--- src/rtl/seg_scan_capture.sv ---
// seg_scan_capture: reads back a multiplexed active-low seven-segment bus and
// rebuilds the packed hex value once every digit has been seen stably.
module seg_scan_capture #(
    parameter int NUM_DIGITS    = 4,
    parameter int STABLE_CYCLES = 4
) (
    input  logic                    clk,
    input  logic                    reset,
    input  logic [6:0]              seg,
    input  logic [NUM_DIGITS-1:0]   an,
    output logic [4*NUM_DIGITS-1:0] value,
    output logic                    frame_valid,
    output logic                    invalid_pat,
    output logic                    busy
);
    typedef enum logic [1:0] {WAIT, COUNT, HELD} state_t;
    localparam logic [NUM_DIGITS-1:0] ALL = '1;
    // Code for nibble k lives at bits [7k+6:7k], ABCDEFG with A as MSB.
    localparam logic [16*7-1:0] CODES = {
        7'h38, 7'h30, 7'h42, 7'h31, 7'h60, 7'h08, 7'h04, 7'h00,
        7'h0F, 7'h20, 7'h24, 7'h4C, 7'h06, 7'h12, 7'h4F, 7'h01
    };
    logic [6:0]              seg_m_q, seg_s_q, seg_p_q;
    logic [NUM_DIGITS-1:0]   an_m_q, an_s_q, an_p_q;
    state_t                  state_q, state_d, state_n;
    logic [7:0]              cnt_q, cnt_d;
    logic [4*NUM_DIGITS-1:0] shadow_q, shadow_d, value_q, value_d;
    logic [NUM_DIGITS-1:0]   seen_q, seen_d;
    logic                    fv_q, fv_d, inv_q, inv_d;
    logic                    pair_ok, changed, restart, cap, match, done;
    logic [3:0]              nib;

    always_comb begin
        pair_ok = $countones(~an_s_q) == 1;
        changed = (seg_s_q != seg_p_q) || (an_s_q != an_p_q);
        match   = 1'b0;
        nib     = 4'h0;
        for (int k = 0; k < 16; k++) begin
            if (seg_s_q == CODES[7*k +: 7]) begin
                match = 1'b1;
                nib   = 4'(k);
            end
        end
        restart = (state_q == WAIT) || changed;
        cnt_d   = restart ? (pair_ok ? 8'd1 : 8'd0)
                          : (state_q == COUNT ? cnt_q + 8'd1 : cnt_q);
        state_n = restart ? (pair_ok ? COUNT : WAIT) : state_q;
        cap     = (state_n == COUNT) && (cnt_d == 8'(STABLE_CYCLES));
        state_d = cap ? HELD : state_n;
        // Completion clears seen first so a same-cycle capture opens the next frame.
        done    = seen_q == ALL;
        value_d = done ? shadow_q : value_q;
        fv_d    = done;
        seen_d  = done ? '0 : seen_q;
        shadow_d = shadow_q;
        for (int i = 0; i < NUM_DIGITS; i++) begin
            if (cap && match && !an_s_q[i]) begin
                shadow_d[4*i +: 4] = nib;
                seen_d[i]          = 1'b1;
            end
        end
        inv_d = cap && !match;
    end

    always_ff @(posedge clk or posedge reset) begin
        if (reset) begin
            seg_m_q  <= 7'h7F;
            seg_s_q  <= 7'h7F;
            seg_p_q  <= 7'h7F;
            an_m_q   <= ALL;
            an_s_q   <= ALL;
            an_p_q   <= ALL;
            state_q  <= WAIT;
            cnt_q    <= 8'd0;
            shadow_q <= '0;
            seen_q   <= '0;
            value_q  <= '0;
            fv_q     <= 1'b0;
            inv_q    <= 1'b0;
        end else begin
            seg_m_q  <= seg;
            seg_s_q  <= seg_m_q;
            seg_p_q  <= seg_s_q;
            an_m_q   <= an;
            an_s_q   <= an_m_q;
            an_p_q   <= an_s_q;
            state_q  <= state_d;
            cnt_q    <= cnt_d;
            shadow_q <= shadow_d;
            seen_q   <= seen_d;
            value_q  <= value_d;
            fv_q     <= fv_d;
            inv_q    <= inv_d;
        end
    end

    assign value       = value_q;
    assign frame_valid = fv_q;
    assign invalid_pat = inv_q;
    assign busy        = (seen_q != '0) && (seen_q != ALL);
endmodule

--- config.mk ---
export PLATFORM = sky130hd
export DESIGN_NAME = seg_scan_capture
export DESIGN_NICKNAME = d
export VERILOG_FILES = /design/src/rtl/seg_scan_capture.sv
export SDC_FILE = /design/constraint.sdc
export NUM_CORES = 1
export LEC_CHECK = 0
export CAP_MARGIN = 25
export CORE_MARGIN = 1
export CORE_UTILIZATION = 34
export DETAILED_ROUTE_END_ITERATION = 8
export GPL_ROUTABILITY_DRIVEN = 0
export PLACE_DENSITY = 0.52
export SYNTH_ARGS = -nofsm -noshare
export SYNTH_HDL_FRONTEND = slang
export SYNTH_SLANG_ARGS = --single-unit
--- constraint.sdc ---
create_clock -name clk -period 2.9 [get_ports clk]
set_input_delay 0.29 -clock clk [delete_from_list [all_inputs] [get_ports clk]]
set_output_delay 0.29 -clock clk [all_outputs]
set_load 0.01 [all_outputs]
# Yosys cells after proc, flatten, opt, wreduce, memory -nomap -nowiden
# Index checks and enable logic that the tools add are counted.
# word_totals
regBits	81
output_inout_bits	19
in_bits	13
word_cells	111
# op_classes
n_reduce_logical	22
bitwise_logic	1
n_eq_ne	23
addsub	4
mux	42
# op_table
operator	n
2-to-1 mux 4 bit	15
equality test 7 x 6 -> 1 bit (second input constant)	5
equality test 7 bit (second input constant)	4
2-to-1 mux 1 bit	23
2-to-1 mux 8 bit	2
equality test 7 x 3 -> 1 bit (second input constant)	2
equality test 7 x 4 -> 1 bit (second input constant)	2
adder 8 x 1 -> 8 bit (second input constant)	1
equality test 8 x 3 -> 1 bit (second input constant)	1
logical AND 1 bit	8
nonzero test 2 bit	4
equality test 7 x 1 -> 1 bit (second input constant)	1
equality test 7 x 5 -> 1 bit (second input constant)	1
logical NOT 7 bit	1
!= test 7 bit	1
logical NOT 1 bit	5
adder 1 x 1 -> 2 bit	2
equality test 2 x 1 -> 1 bit (second input constant)	2
equality test 4 bit (second input constant)	1
2-to-1 mux 2 bit	2
!= test 4 bit	1
!= test 4 bit (second input constant)	1
NOT 4 bit	1
nonzero test 4 bit	1
other kinds (4)	5

# Depth between registers and ports, before layout
# depth
depth_word	20
ltp_mapped	8
depth_no_buf	8

# Worst setup path before layout
# OpenSTA, ideal clock, no wires.
# synth_timing
kind	register to register
startpoint	reg cnt_q[0]
endpoint	reg shadow_q[0]
path_stages_with_launch	9
synth_period_minus_slack_ns	2.586
path_buffers	1
path_slack_ns	0.314
arrival_ns	2.461
t_required_ns	2.775
setup_ns	0.125
cell_sequence	dfrtp_1 -> ha_1 -> nand3b_4 -> or3_1 -> a2111oi_2 -> or4b_1 -> buf_6 -> nor3_4 -> mux2_2
# synth_between
elab_chain_len	7
# synth_lines
item	line_no	rtl
from (decl)	26	logic [7:0] cnt_q, cnt_d;
from (signal assigned)	88	cnt_q <= cnt_d;
adder 8 x 1 -> 8 bit	46	: (state_q == COUNT ? cnt_q + 8'd1 : cnt_q);
2-to-1 mux 8 bit (*)	46	
2-to-1 mux 8 bit (*)	45	cnt_d = restart ? (pair_ok ? 8'd1 : 8'd0)
equality test 8 x 3 -> 1 bit (*)	48	cap = (state_n == COUNT) && (cnt_d == 8'(STABLE_CYCLES));
logical AND 1 bit (*)	48	
logical AND 1 bit (*) (2 in series)	57	if (cap && match && !an_s_q[i]) begin
to (signal assigned)	89	shadow_q <= shadow_d;
to (decl)	27	logic [4*NUM_DIGITS-1:0] shadow_q, shadow_d, value_q, value_d;
# Mark *: on every way between the ends. The rest lies on a longest branch, timed or not.
# A chain may end at the register's enable or synchronous reset.

# Worst setup path in the final report
# layout_timing
startpoint	reg cnt_q[1]
endpoint	reg shadow_q[0]
# Same word-level chain as after synthesis.

==> flow_summary.toml <==
[timing]
drv_slew = 0
hold_violations = 0
finalCritPeriodShare_pct = 94.9
fmax_mhz = 363
worst_slack_ns = 0.148
fin_skew_ns = 0.00734
worstMarginPinSlew_ns = 0.580
slew_headroom_pct = 60.9
setup_viol = 0
fin_crit_ns = 2.75

[cts]
path_clk_slew_ns = 0.08
cts_root_buffer = "clkbuf_8"
tritoncts = "built"
clk-insertion-delay-late_ns = 0.35
htree_levels = 3
cts_num_sinks = 81
cts_buffers = 9
clock_path_buffers = 2

[synth]
synth-main-ff-cell = "dfrtp_1"
syn-num-nets = 302
async_reset_ff_share_pct = 100
synth_edf_count = 0
yosys-mux-area-fraction_pct = 5.56
synthCells = 285
synth-compound-area-share_pct = 6.44
yosys.area_share.adder_pct = 1.68
synth_xor_area_share_pct = 5.12
yosys_warnings = 0
avgSynthCellArea_um2 = 12.0
ys_ff_latch = 81
synth_area_um2 = 3420
ys_types = 50
synth-simple-area-share_pct = 17.7
synth_top_family_by_area = "simple AND/OR/NAND/NOR gates"
ys_seq_area_share_pct = 60.4

[critical_path]
worstPathArrival_ns = 2.98
crit_required_ns = 3.13
end_kind = "flop"
slowest_delay_ns = 0.48
crit_slowest_cell = "or4b_1"
cp_max_fo = 7
crit_type = "flop to flop"
worstPathCellList = "ha_4 > nand3b_4 > or3_1 > a2111oi_2 > or4b_1 > buf_6 > nor3_4 > mux2_2"
start_kind = "flop"

[detailed_routing]
drc = 0
first_iter_violations = 86
ant_nets = 0
wire_per_inst_um = 13.5
via_count = 2168
viasPerCell = 4.66
drt_wl_total_um = 6270
firstDrtPassIters = 6

[cells_and_area]
diodes = 0
fin_nets = 344
layout_commonest_cell = "nand2_1"
stdcell_count = 465
final_layout_size_suffix_gt1_share_pct = 28.3
final_cell_mix = "nand2_1, dfrtp_1, dfstp_2, clkdlybuf4s50_1"
multiInputGateArea_um2 = 1260
syn_to_final_growth_pct = 21.9
seqCellArea_um2 = 2070
fillers = 928

[floorplan]
dieArea_um2 = 10500
rows = 36
coreArea_um2 = 9770
start_util_pct = 35.0
ioPinCount = 32
dieHeight_um = 102
die_width_um = 102

[pwr]
power_leakage_uw = 0.00190
peakVddDrop_v = 0.000248
cellPowerDensity_nw_per_um2 = 523

[grt]
grt_pass1_vias = 2035
antenna_found_initial = 0
grt_overflow = 0
grt_max_degree = 34
grt_pass1_wl_um = 10300
grtUsageTotal_pct = 13.1

[place]
dp.final_hpwl_um = 4310
port_buffers = 31
dp.cells = 446
dpl_worst_slack_ns = 0.130

[run_status]
status = "finished clean"

[run]
max_cap_violations = 0

[worst_hold_path]
min_path_type = "input port to asynchronous set/reset pin"
final timing paths:
| path | startpoint | endpoint | slack [ns] | depth (start not counted) |
|---|---|---|---|---|
| setup reg to reg | cnt_q[1] | shadow_q[0] | 0.15 | 8 |
| max in group asynchronous | reset | seg_p_q[0] | 1.84 | 3 |
| min in group clk | seg[1] | seg_m_q[1] | 0.34 | 1 |
| setup / recovery | cnt_q[1] | shadow_q[0] | 0.15 | 8 |
| hold / removal | reset | shadow_q[2] | 0.31 | 2 |
| hold reg to reg | seg_m_q[0] | seg_s_q[0] | 0.36 | 0 |
state kept, by name, summed over array words and instances (netlist names):
signal / flops
an_m_q: 4
an_p_q: 4
an_s_q: 4
cnt_q: 8
frame_valid: 1
invalid_pat: 1
seen_q: 4
seg_m_q: 7
seg_p_q: 7
seg_s_q: 7
shadow_q: 16
state_q: 2
value: 16
layer usage:
layer	routed length (um)	global-route usage, %	vias up
met1	3070	18.0	1058
met2	2860	19.7	39
li1	-	-	1061
met3	224	4.31	10
met5	0	0	-
met4	110	4.29	0
synth_stat cells, types with 3 or more instances:
library cell | instances | area share [%]
nor2b_1 | 4 | 0.73
nand2_1 | 53 | 5.8
nor3_4 | 5 | 2.4
clkbuf_1 | 10 | 1.1
nor4_1 | 4 | 0.73
nor3_1 | 4 | 0.59
dfstp_2 | 33 | 25
buf_2 | 5 | 0.73
o21ai_0 | 4 | 0.59
mux2_2 | 16 | 5.3
inv_1 | 7 | 0.77
dfrtp_1 | 48 | 35
ha_1 | 3 | 1.1
a21o_1 | 5 | 1.1
xor2_1 | 16 | 4.1
nor2_1 | 12 | 1.3
xnor2_1 | 4 | 1.0
nand4_1 | 8 | 1.5
nand3_1 | 5 | 0.73
cell families after synthesis:
| group | count (synthesis) |
|---|---|
| XOR/XNOR | 20 |
| multiplexers | 17 |
| adder cells (fa/ha/maj) | 4 |
| AND/OR/NAND/NOR | 111 |
| flip-flops | 81 |
| buffers and inverters | 24 |
| AO/OA/AOI/OAI | 28 |
power breakdown:
part | leakage (uW) | internal, uW | switching (uW) | total (uW)
Sequential | 0.00102 | 1180 | 24.7 | 1200
Combinational | 0.000788 | 67.5 | 86.2 | 154
Clock | 0.0000990 | 440 | 385 | 825
Total | 0.00190 | 1680 | 496 | 2180
critical path: cells and delay by family, from the launching register on:
family,cells,cell delay (ns)
adder cells (fa/ha/maj),1,0.18
flip-flops,1,0.43
AND/OR/NAND/NOR,4,1.19
AO/OA/AOI/OAI,1,0.28
multiplexers,1,0.37
buffers and inverters,1,0.17
stage by stage:
stage,area (um^2),total power (uW),setup TNS [ns],utilization [%],hold slack (ns)
2_1_floorplan,3420,1310,0,-,0.294
3_3_place_gp,3920,1370,0,40.1,0.346
3_5_place_dp,3920,1370,0,40.1,0.347
4_1_cts,4130,2200,0,42.2,0.314
5_1_grt,4170,2270,-0.0169,42.7,0.317
6_report,4170,2180,0,42.7,0.306
what timing repair did:
item                       4_1_cts  5_1_grt
setup endpoints to repair        0       16
hold buffers                     0        0
buffers inserted                 0        3
resized for setup                0        4
area by class of cell:
type,instances,area share [%]
flip-flops and latches,81,49.6
repair buffers,47,10.4
clock buffers,11,3.63
multi-input cells,180,30.3
clock inverters,5,1.29
inverters,8,0.750
well taps,133,3.99
(Power assumes the default switching activity.)
